<file path="src/rtl/reg_bank.sv">
// Register bank: DEPTH x DATA_W words, 3 async reads, 1 write, debug tap, sequential clear sweep.
// Latency: state updates on the falling clk edge, reads are combinational; a sweep takes DEPTH edges after the request edge.
// Backpressure: none; writes arriving during or with a clear are dropped and flagged sticky on w_drop. REG_BANK_BYPASS_EN adds write-first forwarding.
module reg_bank #(
    parameter int DATA_W = 16,
    parameter int ADDR_W = 2
) (
    input  logic              clk,
    input  logic              reset,
    input  logic [ADDR_W-1:0] r_add1,
    input  logic [ADDR_W-1:0] r_add2,
    input  logic [ADDR_W-1:0] rsel_addr,
    input  logic [ADDR_W-1:0] w_add,
    input  logic              w_flag,
    input  logic [DATA_W-1:0] w_data,
    input  logic              clr_req,
    output logic [DATA_W-1:0] r_data1,
    output logic [DATA_W-1:0] r_data2,
    output logic [DATA_W-1:0] rsel_data,
    output logic              debug,
    output logic              busy,
    output logic              w_drop
);

    localparam int DEPTH = 2 ** ADDR_W;

    typedef enum logic {
        IDLE  = 1'b0,
        CLEAR = 1'b1
    } state_t;

    state_t              state_q, state_d;
    logic [ADDR_W-1:0]   ptr_q, ptr_d;
    logic [DATA_W-1:0]   mem_q [DEPTH];
    logic [DATA_W-1:0]   mem_d [DEPTH];
    logic                w_drop_q, w_drop_d;

    always_comb begin
        state_d  = state_q;
        ptr_d    = ptr_q;
        mem_d    = mem_q;
        w_drop_d = w_drop_q;
        case (state_q)
            IDLE: begin
                if (clr_req) begin
                    state_d = CLEAR;
                    ptr_d   = '0;
                    if (w_flag) w_drop_d = 1'b1;
                end else if (w_flag) begin
                    mem_d[w_add] = w_data;
                end
            end
            CLEAR: begin
                mem_d[ptr_q] = '0;
                ptr_d        = ptr_q + ADDR_W'(1);
                if (w_flag) w_drop_d = 1'b1;
                // Last entry swept: pointer wraps to 0 through the increment.
                if (ptr_q == {ADDR_W{1'b1}}) state_d = IDLE;
            end
            default: state_d = IDLE;
        endcase
    end

    always_ff @(negedge clk) begin
        if (reset) begin
            state_q  <= IDLE;
            ptr_q    <= '0;
            w_drop_q <= 1'b0;
            for (int i = 0; i < DEPTH; i++) mem_q[i] <= '0;
        end else begin
            state_q  <= state_d;
            ptr_q    <= ptr_d;
            w_drop_q <= w_drop_d;
            mem_q    <= mem_d;
        end
    end

    assign busy   = (state_q == CLEAR);
    assign w_drop = w_drop_q;

`ifdef REG_BANK_BYPASS_EN
    // Only a write that will actually land in storage this edge is forwarded.
    logic fwd;
    assign fwd       = w_flag && (state_q == IDLE) && !clr_req;
    assign r_data1   = (fwd && (r_add1 == w_add))    ? w_data : mem_q[r_add1];
    assign r_data2   = (fwd && (r_add2 == w_add))    ? w_data : mem_q[r_add2];
    assign rsel_data = (fwd && (rsel_addr == w_add)) ? w_data : mem_q[rsel_addr];
    assign debug     = (fwd && (w_add == '0))        ? w_data[0] : mem_q[0][0];
`else
    assign r_data1   = mem_q[r_add1];
    assign r_data2   = mem_q[r_add2];
    assign rsel_data = mem_q[rsel_addr];
    assign debug     = mem_q[0][0];
`endif

endmodule

</file>
<file path="config.mk">
export PLATFORM = sky130hd
export DESIGN_NAME = reg_bank
export DESIGN_NICKNAME = d
export VERILOG_FILES = /design/src/rtl/reg_bank.sv
export SDC_FILE = /design/constraint.sdc
export NUM_CORES = 1
export LEC_CHECK = 0
export CORE_MARGIN = 5
export CORE_UTILIZATION = 55
export CTS_CLUSTER_DIAMETER = 80
export CTS_CLUSTER_SIZE = 12
export DETAILED_ROUTE_END_ITERATION = 6
export PLACE_DENSITY = 0.94
export SETUP_SLACK_MARGIN = 0.15
export SYNTH_ARGS = -nofsm -noshare
export SYNTH_HDL_FRONTEND = slang
export SYNTH_SLANG_ARGS = --single-unit
</file>
<file path="constraint.sdc">
create_clock -name clk -period 3.4 [get_ports clk]
set_input_delay 0.51 -clock clk [delete_from_list [all_inputs] [get_ports clk]]
set_output_delay 0.51 -clock clk [all_outputs]
set_load 0.05 [all_outputs]
</file>
==> impl_results.md <==
- Outcome: finished with violations
- Failing checks: negative setup slack
- CTS sink count: 68
- Vias: 3779
- Global route overflow: 0
- CP max stage cell: mux4_2
- Number of enable flip-flop cells after synthesis: 0
- Final setup viols: 48
- Max-Cap Viols: 0
- Post-route ant nets: 0
- Gr usage total: 32.5%
- Worst path cell trace: mux4_2, buf_8
- WHS: 478 ps
- Drt first-iter violations: 480
- CP arrival: 3190 ps
- Routed WL per cell: 24.5 um
- CTS tree: yes
- Ratio of cells with drive above 1 in the final layout: 39.3%
- Vias per cell: 6.58
- Root Driver: clkbuf_8
- Slowest stage delay, CP: 500 ps
- Largest net degree at the start of global routing: 17
- Crit. End Element: output port
- Diode count: 0
- Post-synth top area share: a little over a third
- Crit path buffers/inverters: 1
- Post-Route WL: 14100 um
- Count leader, synth: dfxtp_1
- Area grow syn2layout: 46.0%
- Data required, critical path: 2890 ps
- Pre-antenna DRT Iters: 7
- Pwr dens: just over 400 nW/um2
- Gate power share: 13.8%
- Global-route wire length before repair: 20900 um
- Relative slew slack: 58.2%
- Core Area: about 6800 um2
- Antenna violations before repair: 0
- Die width: between 90 and 100 um
- Setup WS post-layout: -297 ps
- DRC Markers: 0
- Post-synth top cells: dfxtp_1, mux2i_1, nand2_1, mux4_2, nand2b_1
- Die Height: 92.9 um
- Final Hold Vio Count: 0
- Reg clk slew, reported paths: 90 ps
- Switching Fraction: 38.4%
- Synth area leader: dfxtp_1
- Fin nets: around 520
- Syn Inst Count: ~320
- # IOs: 79
- Worst-path maximum fanout: 4
- Port Buffers: 78
- CTS buffer count: 9
- # rows: 30
- RSZ-0062 raised after global routing: yes
- HPWL Detailed: 7180 um
- Tot Pwr: 0.00229 W
- Worst-Skew Late Latency: 450 ps
- Sequential fraction of the synthesis area: 36.0%
- Netlist cell types: 18
- Sw power: 0.000878 W
- Largest cells by area after synthesis: dfxtp_1, mux4_2, mux2i_1
- Delay-heaviest family, CP: multiplexers
- Yosys reg bits: 68
- VDD IR max: 0.475 mV
- Standby leakage power: 2.70 nW
- Initial Util: 56.0%
- Flop pwr share: 36.4%
- Netlist Area Pre-Place: about 3800 um2
- Number of non-filler instances in the completed layout: 574
- Routability-driven placement congestion ratio: 0.835
- Crit Path Category: reg -> out
- Async set-reset flop share out of synthesis: 0%
- Fin. max-slew vios: 0
- Worst Tran Pin Value: 625 ps
- Post-Syn Nets: 350
- Commonest register cell after synthesis: dfxtp_1
- Setup crit start kind: register
- Via count of the first global-routing pass: 4011
- Placed cells: 479
- Mean post-synth cell area: 11.9 um2
- Pint: 0.00141 W
- Total die area: 8640 um2
- Clk buf depth: 2
- Worst hold path type: reg -> reg
- Clk pwr share: roughly 50%
- Synth warn: 0
- Post-layout util: 81.7%
- H-tree depth: 3
- Clock skew: between 40 and 50 ps
[cells in the final DEF, fill, tap and decap left out]
| master | Yosys | final |
|---|---|---|
| inv_1 | 5 | 73 |
| dfxtp_4 | 0 | 1 |
| inv_4 | 0 | 3 |
| mux4_2 | 48 | 48 |
| clkdlybuf4s50_1 | 0 | 23 |
| buf_12 | 1 | 4 |
| a21oi_2 | 0 | 2 |
| bufinv_16 | 0 | 1 |
| dfxtp_2 | 0 | 33 |
| buf_4 | 3 | 37 |
| mux2i_1 | 65 | 65 |
| clkinv_4 | 0 | 1 |
| ha_1 | 5 | 5 |
| nand2_1 | 65 | 65 |
| buf_6 | 2 | 36 |
| dlygate4sd2_1 | 0 | 1 |
| inv_8 | 0 | 1 |
| nand2b_1 | 16 | 16 |
| nor2_1 | 4 | 4 |
| or3_4 | 0 | 1 |
| clkbuf_8 | 0 | 9 |
| nor3b_4 | 0 | 1 |
| o21ai_0 | 1 | 1 |
| dlymetal6s2s_1 | 0 | 3 |
| dfxtp_1 | 68 | 34 |
| buf_8 | 0 | 16 |
| a21oi_1 | 7 | 5 |
| nand3b_1 | 2 | 2 |
| nor3b_1 | 4 | 3 |
[cell type report]
| class | count | area, um2 |
|---|---|---|
| clock buffer | 9 | 124 |
| inverter | 4 | 15.0 |
| tap | 80 | 100 |
| multi-input combinational | 218 | 2270 |
| clock inverter | 75 | 328 |
| fill | 348 | 1230 |
| timing repair buffer | 120 | 1280 |
| sequential | 68 | 1410 |
[power groups by stage]
| stage | logic, W | registers [W] | clock network, W |
|---|---|---|---|
| 6_report | 0.000316 | 0.000834 | 0.00114 |
| 5_1_grt | 0.000327 | 0.000834 | 0.00120 |
| 4_1_cts | 0.000301 | 0.000833 | 0.00107 |
| 3_5_place_dp | 0.000282 | 0.000845 | 0.000123 |
| 3_3_place_gp | 0.000276 | 0.000843 | 0.000123 |
| 2_1_floorplan | 0.000168 | 0.000846 | 0.000123 |
[registers in the layout, indices dropped and copies added (netlist names)]
register	count
mem_q	63
busy	1
debug	1
ptr_q	2
w_drop	1
[kinds of logic after synthesis]
| family | share of synthesized area (%) |
|---|---|
| multiplexers | 45.8 |
| AND/OR/NAND/NOR | 10.9 |
| flip-flops | 36.0 |
| buffers and inverters | 4.66 |
| AO/OA/AOI/OAI | 1.06 |
| adder cells (fa/ha/maj) | 1.65 |
[metrics by stage]
stage	setup WS [ps]	cell area (um2)	setup TNS [ps]
6_report	-297	5520	-11150
3_3_place_gp	-257	4660	-13070
2_1_floorplan	174	3790	0
5_1_grt	-305	5520	-12050
4_1_cts	-257	5400	-9760
3_5_place_dp	-315	4660	-15370
[worst paths after layout]
| path | cells after the start | startpoint | slack, ps | end |
|---|---|---|---|---|
| worst max-delay path | 2 | mem_q[29]$_SDFFE_NP0P_ | -300 | r_data2[13] |
| worst max register to register | 6 | ptr_q[0]$_SDFFE_NP0P_ | 1780 | mem_q[57]$_SDFFE_NP0P_ |
| worst min-delay path | 2 | mem_q[14]$_SDFFE_NP0P_ | 480 | mem_q[14]$_SDFFE_NP0P_ |
| worst min register to register | 2 | mem_q[14]$_SDFFE_NP0P_ | 480 | mem_q[14]$_SDFFE_NP0P_ |
[per-layer routing]
layer  track usage (%)  wire [um]  up-vias  share of wire (%)
li1                  -          -     1506                  -
met1              35.9       4810     1803                 34
met2              52.1       6880      365                 49
met3              10.6       1440      105                 10
met4              23.8        933        0                6.6
met5                 0          0        -                  0
[worst min-delay path: cells and delay by family, from the launching register on]
family,cells,cell delay (ps)
flip-flops,1,320
multiplexers,1,50
AND/OR/NAND/NOR,1,60
[what timing repair did]
item | in CTS | in global routing
gates resized for setup | 77 | 33
buffers inserted | 4 | 7
gates cloned | 1 | 0
endpoints found under the setup margin | 67 | 105
pin swaps | 2 | 2
hold buffers | 0 | 0
No activity file was read; power rests on OpenSTA's default activity.
